File: config.mk
export PLATFORM = sky130hd
export DESIGN_NAME = flash_sample_reader
export DESIGN_NICKNAME = d
export VERILOG_FILES = /design/src/rtl/flash_sample_reader.sv
export SDC_FILE = /design/constraint.sdc
export NUM_CORES = 1
export LEC_CHECK = 0
export CAP_MARGIN = 10
export CORE_MARGIN = 2
export CORE_UTILIZATION = 43
export CTS_BUF_LIST = sky130_fd_sc_hd__clkbuf_2 sky130_fd_sc_hd__clkbuf_4 sky130_fd_sc_hd__clkbuf_8
export CTS_CLUSTER_SIZE = 28
export DETAILED_ROUTE_END_ITERATION = 10
export HOLD_SLACK_MARGIN = 0.08
export PLACE_DENSITY = 0.64
export SLEW_MARGIN = 0
export SYNTH_ARGS = -nofsm -noshare
export SYNTH_HDL_FRONTEND = slang
export SYNTH_SLANG_ARGS = --single-unit
File: constraint.sdc
create_clock -name clk -period 6 [get_ports clk]
set_clock_uncertainty 0.05 [all_clocks]
set_input_delay 0.6 -clock clk [delete_from_list [all_inputs] [get_ports clk]]
set_output_delay 0.6 -clock clk [all_outputs]
set_load 0.02 [all_outputs]
File: src/rtl/flash_sample_reader.sv
// flash_sample_reader: delivers one signed 16-bit audio sample per start pulse.
// Samples are packed two per 32-bit Avalon-MM flash word. The last fetched word
// is kept in a one-word buffer, so the second half of a word costs no bus read.
// The sample position steps forward or backward after each delivery and wraps
// at the song bounds.
module flash_sample_reader #(
   parameter int                ADDR_W   = 23,
   parameter logic [ADDR_W-1:0] MAX_ADDR = 'h7FFFF
) (
   input  logic              clk,
   input  logic              reset,
   input  logic              start_read_flash,
   input  logic              dir,
   input  logic              restart,
   output logic              flash_mem_read,
   output logic [ADDR_W-1:0] flash_mem_address,
   output logic [3:0]        flash_mem_byteenable,
   input  logic              flash_mem_waitrequest,
   input  logic [31:0]       flash_mem_readdata,
   input  logic              flash_mem_readdatavalid,
   output logic [15:0]       audio_sample,
   output logic              flash_read_finished
);

   localparam int PW = ADDR_W + 1;

   typedef enum logic [1:0] {IDLE, REQ, WAIT_DATA, OUT} state_t;

   state_t              state_q, state_d;
   logic [PW-1:0]       pos_q, pos_d;
   logic                dir_q, dir_d;
   logic [31:0]         buf_data_q, buf_data_d;
   logic [ADDR_W-1:0]   buf_addr_q, buf_addr_d;
   logic                buf_vld_q, buf_vld_d;
   logic                rst_pend_q, rst_pend_d;
   logic                rst_dir_q, rst_dir_d;
   logic                read_q, read_d;
   logic [ADDR_W-1:0]   addr_q, addr_d;
   logic [15:0]         sample_q, sample_d;
   logic                fin_q, fin_d;
   logic [PW-1:0]       eff_pos;
   logic                eff_vld;

   // Next position after a delivery; wraps between {0,0} and {MAX_ADDR,1}.
   function automatic logic [PW-1:0] step_pos(input logic [PW-1:0] p, input logic fwd);
      if (fwd) return (p == {MAX_ADDR, 1'b1}) ? '0 : p + 1'b1;
      else     return (p == '0) ? {MAX_ADDR, 1'b1} : p - 1'b1;
   endfunction

   // Song start for the given direction.
   function automatic logic [PW-1:0] rewind_pos(input logic fwd);
      return fwd ? '0 : {MAX_ADDR, 1'b1};
   endfunction

   // Half 0 is the low 16 bits of the word, half 1 the high 16 bits.
   function automatic logic [15:0] select_half(input logic [31:0] w, input logic h);
      return h ? w[31:16] : w[15:0];
   endfunction

   // Next-state logic for the request FSM, position and sample buffer.
   always_comb begin
      state_d    = state_q;
      pos_d      = pos_q;
      dir_d      = dir_q;
      buf_data_d = buf_data_q;
      buf_addr_d = buf_addr_q;
      buf_vld_d  = buf_vld_q;
      rst_pend_d = rst_pend_q;
      rst_dir_d  = rst_dir_q;
      read_d     = read_q;
      addr_d     = addr_q;
      sample_d   = sample_q;
      fin_d      = 1'b0;
      eff_pos    = pos_q;
      eff_vld    = buf_vld_q;
      unique case (state_q)
         IDLE: begin
            // A restart in the same cycle as start is applied before the lookup.
            eff_pos   = restart ? rewind_pos(dir) : pos_q;
            eff_vld   = restart ? 1'b0 : buf_vld_q;
            pos_d     = eff_pos;
            buf_vld_d = eff_vld;
            if (start_read_flash) begin
               dir_d = dir;
               if (eff_vld && (buf_addr_q == eff_pos[PW-1:1])) begin
                  state_d  = OUT;
                  sample_d = select_half(buf_data_q, eff_pos[0]);
                  fin_d    = 1'b1;
               end else begin
                  state_d = REQ;
                  read_d  = 1'b1;
                  addr_d  = eff_pos[PW-1:1];
               end
            end
         end
         REQ: begin
            if (restart) begin
               rst_pend_d = 1'b1;
               rst_dir_d  = dir;
            end
            if (!flash_mem_waitrequest) begin
               state_d = WAIT_DATA;
               read_d  = 1'b0;
            end
         end
         WAIT_DATA: begin
            if (restart) begin
               rst_pend_d = 1'b1;
               rst_dir_d  = dir;
            end
            if (flash_mem_readdatavalid) begin
               buf_data_d = flash_mem_readdata;
               buf_addr_d = pos_q[PW-1:1];
               buf_vld_d  = 1'b1;
               sample_d   = select_half(flash_mem_readdata, pos_q[0]);
               fin_d      = 1'b1;
               state_d    = OUT;
            end
         end
         OUT: begin
            // A restart seen during the transaction overrides the normal step.
            state_d = IDLE;
            if (restart || rst_pend_q) begin
               pos_d      = rewind_pos(restart ? dir : rst_dir_q);
               buf_vld_d  = 1'b0;
               rst_pend_d = 1'b0;
            end else begin
               pos_d = step_pos(pos_q, dir_q);
            end
         end
         default: state_d = IDLE;
      endcase
   end

   // State and output registers with synchronous reset.
   always_ff @(posedge clk) begin
      if (reset) begin
         state_q    <= IDLE;
         pos_q      <= '0;
         dir_q      <= 1'b0;
         buf_data_q <= '0;
         buf_addr_q <= '0;
         buf_vld_q  <= 1'b0;
         rst_pend_q <= 1'b0;
         rst_dir_q  <= 1'b0;
         read_q     <= 1'b0;
         addr_q     <= '0;
         sample_q   <= '0;
         fin_q      <= 1'b0;
      end else begin
         state_q    <= state_d;
         pos_q      <= pos_d;
         dir_q      <= dir_d;
         buf_data_q <= buf_data_d;
         buf_addr_q <= buf_addr_d;
         buf_vld_q  <= buf_vld_d;
         rst_pend_q <= rst_pend_d;
         rst_dir_q  <= rst_dir_d;
         read_q     <= read_d;
         addr_q     <= addr_d;
         sample_q   <= sample_d;
         fin_q      <= fin_d;
      end
   end

   assign flash_mem_read       = read_q;
   assign flash_mem_address    = addr_q;
   assign flash_mem_byteenable = 4'hF;
   assign audio_sample         = sample_q;
   assign flash_read_finished  = fin_q;

endmodule

==> qor.csv <==
metric,value,unit
Mapped Area,7180,um2
Critical Path RT,6.30,ns
Pleak,2.81,nW
first-pass GRT wire length,34200,um
Least-Margin Pin Slew,1.21,ns
status,finished clean,
Die Y,133,um
Comb power frac,0.405,
Ports,84,
unrepaired setup endpoints after global routing,false,
Fin Setup TNS,0,ns
dominant cell type by area after synthesis,dfxtp_1,
TritonCTS Buffers,17,
Die W,133,um
asr flop ratio synth,0,
Max clock buf depth,2,
sw frac,0.431,
number of buffers added on ports,79,
Startpoint Class,input pin,
max-cap violation count,0,
Total Wirelength,20800,um
fmax,0.256,GHz
yosys synthesis warning count,0,
"Seq/Total Area, Yosys",0.352,
initial cell density of the core,0.436,
antenna violations before repair,0,
min-delay worst type,flop to flop,
CTS tree,yes,
met3 Usage GRT,0.0498,
Finished Cell Area,8310,um2
Final Hold Viols,0,
PD cells,396,nW/um2
CTS sink count,126,
layout cell share with drive strength beyond 1,0.0864,
Sequential Power Share,0.378,
Synth Instances,931,
ANT nets after route,0,
"EDFF count, synth",0,
Clock Tree Root,clkbuf_8,
htree depth,4,
Cell variety after synth,65,
drt wl/cell,17.6,um
cts repair resizes,0,
Fin Hold WS,0.406,ns
met2 GRT Util,0.380,
Yosys top cell area share,0.352,
syn_area_per_cell,7.71,um2
largest net degree at the start of global routing,62,
Clk pwr share,0.216,
CORE AREA,16500,um2
Via Count,6765,
Pwr Total,0.00329,W
maximum fanout along the worst path,17,
synth cell count leaders,"151 x nand2_1, 126 x dfxtp_1, 79 x a21oi_1",
gr ovfl total,0,
top-count cell post-synth,nand2_1,
area grow syn2layout,15.9,%
Worst Setup End Kind,flop,
register bit count reported by yosys,126,
Total Routing Usage GR,0.240,
met1 usage,0.322,
"Slew Viols, Final",0,
Final HPWL DP,13900,um
drt first-iter violations,600,
CP Data Arrival Time,4.20,ns
NetSw,0.00142,W
Die ar.,17700,um2
row count,47,
drt pass-1 iters,5,
GPL Wtd Cong,0.899,
final setup fails,0,
placed inst area,7940,um2
GRT Max-Usage Layer,met2,
post-layout util,0.505,
P_int,0.00187,W
post-DR vias/cell,5.73,
post-layout min period,3.90,ns
ant diodes,0,
fin crit share,0.651,
VDD IR max,280,uV
predominant post-synthesis flop cell,dfxtp_1,
Slew HR,0.186,
vias in the first global route,6519,
Final Net Count,994,
Clock Latency Late Sink,0.45,ns
Synth area leaders,"dfxtp_1 35%, nand2_1 7.9%, a21oi_1 5.5%, o21ai_0 4.5%, mux2i_1 4.3%",
CP Class,input pin to flop,
post-detailed-route DRC marker count,0,
hold_buf cts,0,
Post-CTS Setup Bufs,0,
"Reg clk slew, reported paths",0.08,ns
==> final timing paths <==
kind                                from                             to  slack (ns)  cells after the start
min reg2reg  buf_data_q[16]$_SDFFE_PP0P_    buf_data_q[16]$_SDFFE_PP0P_        0.41                      2
max reg2reg        pos_q[4]$_SDFFE_PP0P_          pos_q[4]$_SDFFE_PP0P_        2.46                      7
min          buf_data_q[16]$_SDFFE_PP0P_    buf_data_q[16]$_SDFFE_PP0P_        0.41                      2
max                              restart  audio_sample[15]$_SDFFE_PP0P_        2.10                      8
==> power by group through the flow <==
| stage | clock (W) | sequential (W) | combinational (W) |
|---|---|---|---|
| after global placement | 0 | 0.00126 | 0.00132 |
| after detailed placement | 0 | 0.00125 | 0.00133 |
| after global routing | 0.000761 | 0.00126 | 0.00148 |
| after CTS | 0.000727 | 0.00123 | 0.00133 |
| final | 0.000712 | 0.00124 | 0.00133 |
| after floorplan | 0 | 0.00110 | 0.00109 |
==> flip-flops by register name, summed over array words and instances, names as in the netlist <==
signal	flops
pos_q	24
audio_sample	16
flash_mem_address	23
buf_vld_q	1
buf_addr_q	23
flash_read_finished	1
dir_q	1
state_q	2
rst_dir_q	1
rst_pend_q	1
flash_mem_read	1
buf_data_q	32
==> worst max-delay path: stages <==
cell and delay, ns:
clkdlybuf4s50_1 0.72, nand2_1 0.50, o21ai_0 0.29, a2111o_1 0.48, nor3_2 0.33, nand4_2 0.46, and2_1 0.52, a31o_1 0.29
==> through the flow <==
stage | setup slack, ns | instances
finish | 2.10 | 1181
global route | 1.90 | 1181
CTS | 2.19 | 1181
detailed placement | 1.69 | 1149
global placement | 1.81 | 1149
floorplan | 3.32 | 934
==> cell families (layout without fill, tap and decap cells) <==
family / Yosys count / in the layout / synth area share
xor+xnor: 43 / 43 / 0.0525
buf+inv: 113 / 140 / 0.0675
simple gates: 348 / 348 / 0.234
compound gates: 245 / 245 / 0.212
flops: 126 / 126 / 0.352
other cells: 1 / 4 / 0.000523
mux: 48 / 48 / 0.0699
fa+ha+maj: 7 / 7 / 0.0122
==> cells in the final DEF (no fill, tap or decap), types with 7 or more instances in the layout <==
| cell | synthesis | final |
|---|---|---|
| o21ai_0 | 64 | 64 |
| ha_1 | 7 | 7 |
| xnor2_1 | 23 | 23 |
| clkdlybuf4s50_1 | 0 | 78 |
| clkbuf_8 | 0 | 18 |
| nand3b_1 | 13 | 13 |
| a31oi_1 | 9 | 8 |
| mux2i_1 | 31 | 31 |
| nor2_1 | 61 | 61 |
| xor2_1 | 20 | 20 |
| nand3_1 | 15 | 15 |
| o21ai_1 | 15 | 15 |
| nor3_1 | 20 | 20 |
| a21oi_1 | 79 | 79 |
| nand2_1 | 151 | 150 |
| o41ai_1 | 14 | 14 |
| inv_1 | 15 | 15 |
| buf_4 | 6 | 13 |
| mux2_2 | 17 | 17 |
| nand4_1 | 32 | 32 |
| dfxtp_1 | 126 | 126 |
| o211ai_1 | 19 | 19 |
==> layout make-up <==
class / instances / area (um2)
tap: 220 / 275
fill: 1652 / 8150
inverter: 16 / 60.1
timing repair buffer: 92 / 883
clock buffer: 20 / 263
multi-input combinational: 695 / 4200
sequential: 126 / 2520
clock inverter: 12 / 113
==> layer usage <==
metal	routed length [um]	share of wire	vias up
li1	-	-	3323
met1	9560	0.46	3186
met2	9460	0.46	215
met3	1240	0.060	41
met4	493	0.024	0
met5	0	0	-
Note: power is estimated with default switching activity, not from simulation.
